`config.mk`:
```
export PLATFORM = sky130hd
export DESIGN_NAME = apb_m
export DESIGN_NICKNAME = d
export VERILOG_FILES = /design/src/rtl/apb_pkg.sv /design/src/rtl/apb_wdt.sv /design/src/rtl/apb_m.sv
export SDC_FILE = /design/constraint.sdc
export NUM_CORES = 1
export LEC_CHECK = 0
export BUFFER_PORTS_ARGS = -buffer_cell sky130_fd_sc_hd__buf_2
export CAP_MARGIN = 40
export CORE_AREA = 4 4 61 63
export CTS_CLUSTER_SIZE = 20
export DETAILED_ROUTE_END_ITERATION = 10
export DIE_AREA = 0 0 65 67
export HOLD_SLACK_MARGIN = 0.06
export PLACE_DENSITY = 0.82
export SLEW_MARGIN = 30
export SYNTH_ARGS = -nofsm -noshare
export SYNTH_HDL_FRONTEND = slang
export SYNTH_SLANG_ARGS = --single-unit
```
`constraint.sdc`:
```
create_clock -name pclk -period 2.2 [get_ports pclk]
set_clock_uncertainty 0.05 [all_clocks]
set_input_delay 0.22 -clock pclk [delete_from_list [all_inputs] [get_ports pclk]]
set_output_delay 0.22 -clock pclk [all_outputs]
set_load 0.02 [all_outputs]
```
`src/rtl/apb_pkg.sv`:
```
// apb_pkg: shared definitions for the APB initiator and its wait-state timer.
//   - apb_state_e : initiator state encoding (IDLE=0, SETUP=1, ACCESS=2)
//   - APB_ADDR_W / APB_DATA_W : default address and data widths
//   - wdt_width() : width of the wait counter for a given timeout
package apb_pkg;

    typedef enum logic [1:0] {
        ST_IDLE   = 2'd0,
        ST_SETUP  = 2'd1,
        ST_ACCESS = 2'd2
    } apb_state_e;

    localparam int APB_ADDR_W = 4;
    localparam int APB_DATA_W = 8;

    // Enough bits to hold TIMEOUT; a disabled timeout still gets one bit.
    function automatic int wdt_width(input int timeout);
        int w;
        w = $clog2(timeout + 1);
        return (w < 1) ? 1 : w;
    endfunction

endpackage

```
`src/rtl/apb_wdt.sv`:
```
// apb_wdt: counts ACCESS cycles in which the slave holds pready low.
// Ports:
//   clk_i      - bus clock
//   rst_i      - asynchronous active-high reset
//   clear_i    - restart the count (asserted when a transfer enters SETUP)
//   count_en_i - one wait state observed this cycle
//   expired_o  - the wait state being counted now is the last one allowed
// TIMEOUT = 0 disables expiry; the counter then just saturates.
module apb_wdt
    import apb_pkg::*;
#(
    parameter int TIMEOUT = 16
) (
    input  logic clk_i,
    input  logic rst_i,
    input  logic clear_i,
    input  logic count_en_i,
    output logic expired_o
);

    localparam int CW = wdt_width(TIMEOUT);
    localparam logic [CW-1:0] CNT_MAX  = '1;
    localparam logic [CW-1:0] CNT_LAST = (TIMEOUT == 0) ? '0 : CW'(TIMEOUT - 1);

    logic [CW-1:0] cnt_q, cnt_d;

    always_comb begin
        cnt_d = cnt_q;
        if (clear_i) begin
            cnt_d = '0;
        end else if (count_en_i && (cnt_q != CNT_MAX)) begin
            cnt_d = cnt_q + 1'b1;
        end
    end

    always_ff @(posedge clk_i or posedge rst_i) begin
        if (rst_i) begin
            cnt_q <= '0;
        end else begin
            cnt_q <= cnt_d;
        end
    end

    // Expiry compares against TIMEOUT-1: the count still holds the number of
    // earlier wait states, so the current one is the TIMEOUT-th.
    assign expired_o = (TIMEOUT != 0) && (cnt_q == CNT_LAST);

endmodule

```
`src/rtl/apb_m.sv`:
```
// apb_m: APB initiator for single read/write commands.
// Request side : req_valid/req_ready handshake with req_write, req_addr, req_wdata.
// Response side: one-cycle rsp_valid strobe with rsp_rdata and rsp_err (timeout).
// APB side     : psel, penable, pwrite, paddr, pwdata out; prdata, pready in.
// Clock pclk, asynchronous active-high reset preset. All outputs are registered
// except req_ready, which is high exactly while the initiator is idle.
module apb_m
    import apb_pkg::*;
#(
    parameter int ADDR_W  = APB_ADDR_W,
    parameter int DATA_W  = APB_DATA_W,
    parameter int TIMEOUT = 16
) (
    input  logic              pclk,
    input  logic              preset,
    input  logic              req_valid,
    output logic              req_ready,
    input  logic              req_write,
    input  logic [ADDR_W-1:0] req_addr,
    input  logic [DATA_W-1:0] req_wdata,
    output logic              rsp_valid,
    output logic [DATA_W-1:0] rsp_rdata,
    output logic              rsp_err,
    output logic              psel,
    output logic              penable,
    output logic              pwrite,
    output logic [ADDR_W-1:0] paddr,
    output logic [DATA_W-1:0] pwdata,
    input  logic [DATA_W-1:0] prdata,
    input  logic              pready
);

    apb_state_e        state_q, state_d;
    logic              psel_q, psel_d;
    logic              penable_q, penable_d;
    logic              pwrite_q, pwrite_d;
    logic [ADDR_W-1:0] paddr_q, paddr_d;
    logic [DATA_W-1:0] pwdata_q, pwdata_d;
    logic              rsp_valid_q, rsp_valid_d;
    logic              rsp_err_q, rsp_err_d;
    logic [DATA_W-1:0] rsp_rdata_q, rsp_rdata_d;

    logic wdt_clear;
    logic wdt_en;
    logic wdt_expired;

    apb_wdt #(
        .TIMEOUT (TIMEOUT)
    ) u_wdt (
        .clk_i      (pclk),
        .rst_i      (preset),
        .clear_i    (wdt_clear),
        .count_en_i (wdt_en),
        .expired_o  (wdt_expired)
    );

    always_comb begin
        state_d     = state_q;
        psel_d      = psel_q;
        penable_d   = penable_q;
        pwrite_d    = pwrite_q;
        paddr_d     = paddr_q;
        pwdata_d    = pwdata_q;
        rsp_valid_d = 1'b0;
        rsp_err_d   = 1'b0;
        rsp_rdata_d = rsp_rdata_q;
        wdt_clear   = 1'b0;
        wdt_en      = 1'b0;

        case (state_q)
            ST_IDLE: begin
                psel_d    = 1'b0;
                penable_d = 1'b0;
                if (req_valid) begin
                    pwrite_d  = req_write;
                    paddr_d   = req_addr;
                    pwdata_d  = req_write ? req_wdata : '0;
                    psel_d    = 1'b1;
                    wdt_clear = 1'b1;
                    state_d   = ST_SETUP;
                end
            end
            ST_SETUP: begin
                penable_d = 1'b1;
                state_d   = ST_ACCESS;
            end
            ST_ACCESS: begin
                // pready is checked first so a completion on the timeout edge wins.
                if (pready) begin
                    rsp_valid_d = 1'b1;
                    rsp_rdata_d = pwrite_q ? '0 : prdata;
                    psel_d      = 1'b0;
                    penable_d   = 1'b0;
                    state_d     = ST_IDLE;
                end else begin
                    wdt_en = 1'b1;
                    if (wdt_expired) begin
                        rsp_valid_d = 1'b1;
                        rsp_err_d   = 1'b1;
                        rsp_rdata_d = '0;
                        psel_d      = 1'b0;
                        penable_d   = 1'b0;
                        state_d     = ST_IDLE;
                    end
                end
            end
            default: begin
                psel_d    = 1'b0;
                penable_d = 1'b0;
                state_d   = ST_IDLE;
            end
        endcase
    end

    always_ff @(posedge pclk or posedge preset) begin
        if (preset) begin
            state_q     <= ST_IDLE;
            psel_q      <= 1'b0;
            penable_q   <= 1'b0;
            pwrite_q    <= 1'b0;
            paddr_q     <= '0;
            pwdata_q    <= '0;
            rsp_valid_q <= 1'b0;
            rsp_err_q   <= 1'b0;
            rsp_rdata_q <= '0;
        end else begin
            state_q     <= state_d;
            psel_q      <= psel_d;
            penable_q   <= penable_d;
            pwrite_q    <= pwrite_d;
            paddr_q     <= paddr_d;
            pwdata_q    <= pwdata_d;
            rsp_valid_q <= rsp_valid_d;
            rsp_err_q   <= rsp_err_d;
            rsp_rdata_q <= rsp_rdata_d;
        end
    end

    assign req_ready = (state_q == ST_IDLE);
    assign psel      = psel_q;
    assign penable   = penable_q;
    assign pwrite    = pwrite_q;
    assign paddr     = paddr_q;
    assign pwdata    = pwdata_q;
    assign rsp_valid = rsp_valid_q;
    assign rsp_err   = rsp_err_q;
    assign rsp_rdata = rsp_rdata_q;

endmodule
```
**Word level (Yosys, flattened, before mapping)**

Cells that the tools add are included.

- Flip-flop bits (word level): 32

- Bitwise operators: 1
- Multiplexer cells: 23
- $add $sub $neg: 1
- Reductions and logical operators: 8
- Equal/unequal tests: 6

Operators with widths:

| operator | count |
|---|---|
| $mux 8 | 4 |
| $mux 1 | 11 |
| $mux 5 | 2 |
| $reduce_and 2->1 | 4 |
| $mux 2 | 3 |
| $pmux 2 s3 | 1 |
| $add 5x1->5 const B | 1 |
| $eq 5x4->1 const B | 1 |
| $ne 5x5->1 const B | 1 |
| $reduce_bool 2->1 | 2 |
| $ne 3x2->1 const B | 1 |
| $pmux 1 s3 | 1 |
| $eq 2x1->1 const B | 1 |
| $eq 2x2->1 const B | 1 |
| $logic_not 2->1 | 1 |
| $ne 2x2->1 const B | 1 |
| $pmux 1 s2 | 1 |
| $logic_and 1x1->1 | 1 |
| $not 1->1 | 1 |

**Depth between registers and ports, before layout**

Gate-level depths: netlist of run 1.

- Depth after elaboration: 5
- Mapped depth: 6
- Depth with buffers taken out: 6

**By module**

From an unflattened synthesis of run 1, not the netlist that was laid out.

- Cell total of the unflattened synthesis: 129
- Area, all modules: 1376.3 sq um

Modules (own cells, without submodules):

| module | seq. area each (sq um) | area each (sq um) | times used | cells each |
|---|---|---|---|---|
| apb_m | 675.6 | 1099.8 | 1 | 104 |
| apb_wdt | 125.1 | 276.5 | 1 | 25 |

**Worst setup path after synthesis of run 1**

No wires, ideal clock.

- Path type: reg2reg
- From: register u_wdt.cnt_q[0]
- To: register u_wdt.cnt_q[0]
- Arrival time: 1.614 ns
- Cell stages (with the launch flop): 7
- Setup slack: 0.413 ns
- Library setup time: 0.123 ns
- Clock period less this slack: 1.787 ns
- Buffers on the path: 0
- Cell sequence: dfrtp_1 > ha_1 > and3_1 > ha_1 > or4b_1 > nand3_1 > o21ai_1

- Cells in the longest elaborated chain, start to end: 3

Ends and longest elaborated chain:

| item | line | RTL |
|---|---|---|
| start: declaration | apb_wdt.sv:25 | `logic [CW-1:0] cnt_q, cnt_d;` |
| start signal: assignment | apb_wdt.sv:40 | `cnt_q <= cnt_d;` |
| $add 5x1->5 or $ne 5x5->1 (tied branches) | apb_wdt.sv:32, apb_wdt.sv:31 |  |
| $mux 5 or $logic_and 1x1->1 (tied branches) | apb_wdt.sv:31 | `end else if (count_en_i && (cnt_q != CNT_MAX)) begin` |
| $mux 5 or $reduce_bool 2->1 (tied branches) | n/a |  |

Parallel ways exist; a longest one is shown, timed or not. The select of a mux whose other input is x is not followed.
A chain may end at the register's enable or synchronous reset.

**Worst setup path in the final report of run 1**

Same ends and word-level chain as after synthesis.

==> run_results.csv, run 1 <==
group,metric,value,unit
synth,syn_avg_cell_area,10.31,sq um
critical_path,critPathRequiredTime,2390,ps
global_routing,grt.total_usage,16.68,%
synth,yosys.area.top_type,"dfrtp_1",
sta,clock.fmax,525.1,MHz
pwr,p_leak,1.026,nW
synth,ys_types,30,
min_path,hp-class,"in2reg",
synth,postSynth.asyncResetShare,100.0,%
synth,synth_area_leaders,"dfrtp_1 58%, nand2_1 11%, nand4b_1 5.1%, nand3_1 3.3%, o21ai_1 3.3%",
pwr,p_switching,0.9570,mW
route,ant_nets,0,
critical_path,setup.worst_path.start_class,"flip-flop",
route,viasPerCell,4.916,
global_routing,grt_use_met3,6.071,%
critical_path,slowest_stage,"or4b_1",
finish,fin_nets,230,
clock_network,clk_pin_slew,110,ps
die,die_w,65,um
finish,drive_gt1_share,31.03,%
clock_network,cts-resized-gates,0,
clock_network,cts_tree,"built",
global_routing,overflow,0,
clock_network,cts_made_buffers,5,
pwr,intPower,1.291,mW
synth,synth_warnings,0,
route,wirelength,3245,um
pwr,pwr-share-seq,42.2,%
clock_network,clock_path_buffers,2,
finish,fill_cells,291,
pwr,pwr_density_cell,1201,nW/um^2
clock_network,clk_latency,340,ps
sta,worst_pin_slew,547.9,ps
finish,area_growth,35.51,%
global_routing,grt_pass1_vias,1175,
finish,final_core_util,57.92,%
global_routing,met1_usage,18.78,%
place,hpwlAfterDp,2187,um
sta,fin_tns_setup,0,ps
clock_network,postCtsSetupBuffers,0,
finish,diodes,0,
pwr,p_clk_share,16.4,%
die,start_util,42.74,%
place,port_buffers,50,
die,die_area,4355,sq um
die,die_y,67,um
synth,yosysSeqAreaShare,57.97,%
critical_path,worstPathMaxFanout,4,
route,vias,1224,
critical_path,cp.buffers_inverters,0,
die,core_area,3232,sq um
route,drt-pass1-iter-count,4,
global_routing,busiest_layer,"met2",
sta,fin_crit,1904,ps
clock_network,h-tree-depth,2,
synth,synth_top_area_share,57.97,%
critical_path,endpoint_kind,"flip-flop",
synth,ys_ff_latch,32,
critical_path,path_cells,"ha_1 -> and3_1 -> ha_1 -> or4b_1 -> nand3_1 -> o21ai_1",
pwr,peakVddDrop,572.0,uV
global_routing,met2_usage,26.82,%
die,ioPinCount,51,
sta,final_max_slew_viol_count,0,
critical_path,cp_top_family,"simple AND/OR/NAND/NOR gates",
global_routing,grt_first_pass_wirelength,5340,um
clock_network,clkSinkCount,32,
min_path,hold_depth,3,
route,avgRoutedWirePerCell,13.03,um
critical_path,cp.depth,6,
critical_path,arrival,2100,ps
synth,syn_area,1381,sq um
synth,ys.flop_type,"dfrtp_1",
clock_network,cts-root-buf,"clkbuf_4",
pwr,switching_share,42.57,%
global_routing,grt_max_degree,33,
place,place_congestion,0.7990,
critical_path,crit_top_cell,"ha_1",
status,status,"completed",
critical_path,path_class,"reg2reg",
pwr,combPwrFrac,41.4,%
synth,synth-edff-count,0,
critical_path,cpPeakStageDelay,510,ps
job,drv_cap,0,
die,num_rows,21,
sta,setup_viol,0,
finish,final_cell_mix,"50 x buf_2, 42 x nand2_1, 32 x dfrtp_1, 15 x dlygate4sd3_1",
critical_path,r2r_cells,6,
finish,final_common_cell,"buf_2",
sta,slew_headroom,63.40,%
synth,synthCells,134,
route,drc,0,
synth,syn-num-nets,162,
route,drtIter0Drc,103,
global_routing,antenna_found_initial,0,
sta,hold_violations,0,
sta,fin_crit_sh,86.56,%
sta,rsz0062_at_grt,"no",
-- flip-flops by register name, summed over array words and instances (netlist names) --
signal / flops
paddr: 4
penable: 1
psel: 1
pwdata: 8
pwrite: 1
rsp_err: 1
rsp_rdata: 8
rsp_valid: 1
state_q: 2
u_wdt.cnt_q: 5
-- cell usage after synthesis, drive strengths merged, types with 2 or more instances --
| library cell | n |
|---|---|
| nand2 | 42 |
| dfrtp | 32 |
| nand3 | 9 |
| o21ai | 9 |
| nand4b | 8 |
| buf | 6 |
| nor2 | 4 |
| ha | 3 |
| inv | 3 |
| mux2i | 2 |
-- per-stage QoR --
stage	setup slack [ps]	hold slack (ps)	total power [mW]	instance area, sq um	cells
finish	295.6	84.51	2.248	1872	249
global route	150.0	62.46	2.420	1872	249
CTS	282.0	72.29	2.273	1872	249
detailed placement	297.3	273.9	1.878	1655	226
global placement	361.2	271.0	1.843	1655	226
floorplan	412.9	275.4	1.586	1381	134
-- area by class of cell --
type                    instances  area, sq um  share of cell area (%)
flip-flops and latches         32        800.8                   42.78
multi-input cells              91        504.2                   26.94
clock inverters                 2        15.01                  0.8021
inverters                       4        20.02                   1.070
clock buffers                   6        51.30                   2.741
well taps                      46        57.56                   3.075
repair buffers                 68        422.9                   22.59
-- cell families (layout without fill, tap and decap cells) --
family / Yosys count / count (layout) / synth area share, %
AO/OA/AOI/OAI: 14 / 14 / 6.160
adder cells (fa/ha/maj): 3 / 3 / 2.718
buffers and inverters: 11 / 80 / 5.525
flip-flops: 32 / 32 / 57.97
multiplexers: 2 / 2 / 1.449
AND/OR/NAND/NOR: 72 / 72 / 26.18
-- worst min-delay path, cell delays in order --
cell and delay, ps:
buf_2 100, nand4b_1 80, nand2_1 50
-- routing by layer --
layer  routed length, um  vias to the layer above
met5                   0                        -
met4                  75                        0
met3                 258                        7
met2                1578                       51
met1                1334                      576
li1                    -                      590
-- what timing repair did --
item	4_1_cts	5_1_grt
endpoints found under the setup margin	0	0
endpoints found under the hold margin	46	0
hold buffers	15	0
-- worst paths after layout --
path | slack, ps | start | to
worst max-delay path | 300 | u_wdt.cnt_q[0] | u_wdt.cnt_q[0]
worst min-delay path | 80 | prdata[0] | rsp_rdata[0]
worst max register to register | 300 | u_wdt.cnt_q[0] | u_wdt.cnt_q[0]
worst min register to register | 430 | psel | psel
max in group asynchronous | 1380 | preset | paddr[2]
min in group asynchronous | 430 | preset | u_wdt.cnt_q[4]
-- power groups by stage --
stage / registers (mW) / logic (mW) / clock network [mW]
global placement: 0.952 / 0.891 / 0
floorplan: 1.17 / 0.417 / 0
detailed placement: 0.957 / 0.921 / 0
global route: 0.984 / 1.03 / 0.411
CTS: 0.951 / 0.938 / 0.383
finish: 0.949 / 0.931 / 0.368
Power figures use the tool's default switching activity.
==> inputs of run 2 (changes only) <==
--- a/config.mk
+++ b/config.mk
@@ -8,6 +8,7 @@
 export BUFFER_PORTS_ARGS = -buffer_cell sky130_fd_sc_hd__buf_2
 export CAP_MARGIN = 40
 export CORE_AREA = 4 4 61 63
+export CTS_BUF_LIST = sky130_fd_sc_hd__clkbuf_8 sky130_fd_sc_hd__clkbuf_16
 export CTS_CLUSTER_SIZE = 20
 export DETAILED_ROUTE_END_ITERATION = 10
 export DIE_AREA = 0 0 65 67
==> run 2 against run 1 <==
  * Design area decreased by 5.8%
  * Clock power increased by 29%
  * Critical path depth unchanged
  * Sequential power about the same
  * Cell count decreased by 5.6%
  * Core utilization decreased by 3.4 points
  * Via count decreased by 6.6%
  * Worst hold slack got worse by 11 ps
  * Routed wire length decreased by 7.3%
  * Non-clock buffer count decreased by 14
  * Global-route usage decreased by 1.3 points
  * Register-to-register slack about the same
  * Critical path type unchanged
  * Largest cell class unchanged
==> run_results.csv, run 2 (synthesis gave the netlist of run 1 again) <==
group,metric,value,unit
place,dp_cells,226,
die,start_util,42.74,%
pwr,pwr_density_cell,1320,nW/um^2
job,drv_cap,0,
finish,area_growth,27.63,%
finish,final_common_cell,"buf_2",
route,drt-pass1-iter-count,4,
sta,slew_headroom,65.31,%
place,place_congestion,0.7990,
finish,fin_cells,235,
clock_network,clk_pin_slew,70,ps
critical_path,worstPathMaxFanout,4,
die,die_area,4355,sq um
clock_network,cts_made_buffers,5,
finish,fin_area,1763,sq um
place,port_buffers,50,
critical_path,path_class,"reg2reg",
route,route.met3.wl,309,um
global_routing,overflow,0,
global_routing,grt.total_usage,15.34,%
status,status,"completed",
clock_network,cts-root-buf,"clkbuf_8",
sta,fin_tns_setup,0,ps
die,core_area,3232,sq um
pwr,peakVddDrop,607.9,uV
global_routing,grt_pass1_vias,1108,
route,viasPerCell,4.864,
clock_network,clock_path_buffers,2,
clock_network,postCtsSetupBuffers,0,
critical_path,endpoint_kind,"flip-flop",
clock_network,cts_tree,"built",
critical_path,critPathRequiredTime,2330,ps
route,drtIter0Drc,114,
global_routing,grt_max_degree,33,
finish,drive_gt1_share,33.33,%
sta,rsz0062_at_grt,"no",
finish,fin_nets,216,
route,routed.top_layer,"met4",
sta,worst_pin_slew,519.3,ps
place,placed_cell_area,1655,sq um
route,vias,1143,
pwr,total_power,2.327,mW
route,wirelength,3008,um
clock_network,clk_latency,290,ps
global_routing,antenna_found_initial,0,
sta,hold_violations,0,
sta,fin_crit,1910,ps
clock_network,clkSinkCount,32,
global_routing,grt_first_pass_wirelength,4988,um
pwr,p_leak,0.9804,nW
sta,final_max_slew_viol_count,0,
die,ioPinCount,51,
route,avgRoutedWirePerCell,12.80,um
route,ant_nets,0,
die,die_w,65,um
sta,setup_viol,0,
critical_path,arrival,2040,ps
finish,final_cell_mix,"50 x buf_2, 42 x nand2_1, 32 x dfrtp_1, 9 x nand3_1, 9 x o21ai_1",
critical_path,setup.worst_path.start_class,"flip-flop",
sta,hold_ws,73.87,ps
sta,clock.fmax,523.5,MHz
route,drc,0,
min_path,hp-class,"in2reg",
place,hpwlAfterDp,2187,um
die,die_y,67,um
route,met1_length,1255,um
clock_network,h-tree-depth,2,
die,num_rows,21,
finish,diodes,0,
sta,fin_crit_sh,86.83,%
route,wl_met2,1387,um
-- run 2: cell count changes in the layout (fill, tap and decap cells not counted), sizes merged --
| cell | previous run | this run |
|---|---|---|
| dlygate4sd3 | 15 | 1 |
-- run 2: cell type report --
cell class / instances / area, sq um
clock buffer: 6 / 82.58
clock inverter: 2 / 15.01
fill: 316 / 1469
inverter: 4 / 20.02
multi-input combinational: 91 / 504.2
sequential: 32 / 800.8
tap: 46 / 57.56
timing repair buffer: 54 / 282.8
-- run 2: per-stage QoR --
stage	util (%)	setup WS [ps]
after floorplan	-	412.9
after global placement	51.22	361.2
after detailed placement	51.22	297.3
after CTS	54.55	287.2
after global routing	54.55	156.0
final	54.55	289.8
-- run 2: what timing repair did --
action                                 CTS  global route
resized for setup                        0             0
hold buffers                             1             0
endpoints found under the hold margin   32             0
-- run 2: per-layer routing --
layer | vias to the layer above | GRT usage [%]
met1 | 524 | 17.50
met3 | 7 | 7.083
li1 | 565 | -
met2 | 47 | 24.78
met4 | 0 | 6.332
met5 | - | 0
-- run 2: path summary, 6_finish.rpt --
kind                       slack [ps]             end      startpoint  depth (start not counted)
setup / recovery                  290  u_wdt.cnt_q[0]  u_wdt.cnt_q[0]                          6
hold / removal                     70        paddr[1]     req_addr[1]                          3
setup reg to reg                  290  u_wdt.cnt_q[0]  u_wdt.cnt_q[0]                          6
hold reg to reg                   410       pwdata[5]       pwdata[5]                          2
max in group asynchronous        1310    rsp_rdata[0]          preset                          4
min in group asynchronous         490       pwdata[0]          preset                          4
-- run 2: report_power, final --
| group | switching [mW] | leakage (nW) | internal, mW |
|---|---|---|---|
| sequential | 0.145 | 0.417 | 0.804 |
| clock | 0.222 | 0.0434 | 0.253 |
| combinational | 0.585 | 0.519 | 0.317 |
| total | 0.953 | 0.980 | 1.37 |
-- run 2: worst max-delay path: stages (launching register included) --
cell     delay, ps
dfrtp_1        430
ha_1           230
and3_1         210
ha_1           200
or4b_1         510
nand3_1        110
o21ai_1         60
==> inputs of run 3 (changes only) <==
--- a/config.mk
+++ b/config.mk
@@ -7,13 +7,13 @@
 export LEC_CHECK = 0
 export BUFFER_PORTS_ARGS = -buffer_cell sky130_fd_sc_hd__buf_2
 export CAP_MARGIN = 40
-export CORE_AREA = 4 4 61 63
+export CORE_AREA = 4 4 65 67
 export CTS_BUF_LIST = sky130_fd_sc_hd__clkbuf_8 sky130_fd_sc_hd__clkbuf_16
 export CTS_CLUSTER_SIZE = 20
 export DETAILED_ROUTE_END_ITERATION = 10
-export DIE_AREA = 0 0 65 67
+export DIE_AREA = 0 0 69 71
 export HOLD_SLACK_MARGIN = 0.06
-export PLACE_DENSITY = 0.82
+export PLACE_DENSITY = 0.75
 export SLEW_MARGIN = 30
 export SYNTH_ARGS = -nofsm -noshare
 export SYNTH_HDL_FRONTEND = slang
==> run 3 against run 2 <==
  * Register-to-register slack is essentially flat
  * Sequential cell count is the same
  * Largest power group unchanged
  * Sequential share of layout area grew 0.065 points
  * Count of clock-buffer cells in the layout unchanged
==> run_results.csv, run 3 (synthesis gave the netlist of run 1 again) <==
group,metric,value,unit
status,status,"completed",
pwr,p_leak,0.9879,nW
global_routing,grt_pass1_vias,1146,
critical_path,critPathRequiredTime,2310,ps
die,die_w,69,um
pwr,p_clk_share,19.7,%
critical_path,arrival,2010,ps
clock_network,cts-root-buf,"clkbuf_8",
die,start_util,38.02,%
global_routing,antenna_found_initial,0,
finish,final_core_util,48.45,%
sta,rsz0062_at_grt,"no",
min_path,hp-class,"in2reg",
sta,clock.fmax,525.6,MHz
critical_path,path_cells,"ha_1 -> and3_1 -> ha_1 -> nor4b_2 -> nor2_1 -> a22o_1",
place,hpwlAfterDp,2097,um
route,drc,0,
pwr,pwr-share-seq,41.3,%
pwr,pwr_density_cell,1304,nW/um^2
clock_network,h-tree-depth,2,
global_routing,grt_first_pass_wirelength,5188,um
finish,final_cell_mix,"50 x buf_2, 42 x nand2_1, 32 x dfrtp_1, 9 x nand3_1, 9 x o21ai_1",
sta,final_max_slew_viol_count,0,
route,viasPerCell,4.675,
critical_path,slowest_stage,"dfrtp_1",
finish,fin_nets,216,
global_routing,grt.total_usage,13.37,%
die,ioPinCount,51,
finish,diodes,0,
pwr,intPower,1.371,mW
sta,setup_viol,0,
sta,hold_violations,0,
clock_network,cts-resized-gates,0,
sta,fin_tns_setup,0,ps
critical_path,setup.worst_path.start_class,"flip-flop",
clock_network,clkSinkCount,32,
global_routing,overflow,0,
die,die_area,4899,sq um
finish,final_common_cell,"buf_2",
critical_path,worstPathMaxFanout,4,
route,drt-pass1-iter-count,4,
pwr,peakVddDrop,644.1,uV
route,ant_nets,0,
sta,slew_headroom,66.68,%
place,port_buffers,50,
die,core_area,3633,sq um
die,die_y,71,um
pwr,combPwrFrac,39.0,%
clock_network,clock_path_buffers,2,
place,place_congestion,0.7740,
route,vias,1108,
job,drv_cap,0,
global_routing,grt_max_degree,33,
finish,area_growth,27.45,%
clock_network,cts_tree,"built",
route,drtIter0Drc,69,
place,dp_cells,228,
critical_path,path_class,"reg2reg",
route,wirelength,2940,um
die,num_rows,22,
route,avgRoutedWirePerCell,12.41,um
clock_network,clk_pin_slew,70,ps
sta,worst_pin_slew,498.8,ps
sta,fin_crit_sh,86.48,%
critical_path,endpoint_kind,"flip-flop",
critical_path,cpPeakStageDelay,420,ps
finish,fin_cells,237,
pwr,p_switching,0.9258,mW
sta,fin_crit,1903,ps
pwr,switching_share,40.31,%
critical_path,crit_top_cell,"ha_1",
finish,drive_gt1_share,33.33,%
clock_network,clk_latency,280,ps
clock_network,cts_made_buffers,5,
run 3: path summary, 6_finish.rpt:
check	slack, ps	end	start	cells after the start
setup / recovery	300	u_wdt.cnt_q[1]	u_wdt.cnt_q[0]	6
hold / removal	80	paddr[0]	req_addr[0]	3
setup reg to reg	300	u_wdt.cnt_q[1]	u_wdt.cnt_q[0]	6
hold reg to reg	420	psel	psel	1
max in group asynchronous	1290	paddr[2]	preset	4
min in group asynchronous	520	penable	preset	4
run 3: final cells by class:
type / count / area [sq um]
Fill cell: 358 / 1873
Timing Repair Buffer: 54 / 282.8
Tap cell: 48 / 60.06
Sequential cell: 32 / 800.8
Inverter: 4 / 20.02
Clock buffer: 6 / 82.58
Multi-Input combinational cell: 91 / 504.2
Clock inverter: 2 / 10.01
run 3: power by group through the flow:
| stage | sequential, mW | clock, mW | combinational [mW] |
|---|---|---|---|
| after floorplan | 1.17 | 0 | 0.417 |
| after global routing | 0.983 | 0.501 | 0.995 |
| after global placement | 0.952 | 0 | 0.894 |
| after detailed placement | 0.956 | 0 | 0.913 |
| final | 0.948 | 0.453 | 0.896 |
| after CTS | 0.950 | 0.471 | 0.913 |
run 3: layer usage:
layer  share of wire (%)  vias up  global-route usage (%)
met2                  45       47                   21.40
met1                  45      498                   15.98
li1                    -      558                       -
met5                   0        -                       0
met4                 1.7        0                   5.206
met3                 8.7        5                   5.682
run 3: what timing repair did:
item / CTS / global route
buffers inserted: 0 / 0
hold endpoints to repair: 32 / 0
hold buffers: 1 / 0
run 3: critical path: cells and delay by family (launching register included):
kind	cells	cell delay (ps)
DFF	1	420
AOI/OAI and AO/OA	1	200
and+or+nand+nor	3	700
adders and majority gates	2	420
run 3: stage by stage:
step,setup WS (ps),cell area [sq um],hold slack [ps],power [mW]
global route,190.7,1760,70.01,2.479
floorplan,412.9,1381,275.4,1.586
finish,297.5,1760,80.82,2.296
detailed placement,319.9,1658,273.4,1.869
global placement,357.2,1658,269.5,1.846
CTS,286.3,1760,70.23,2.335
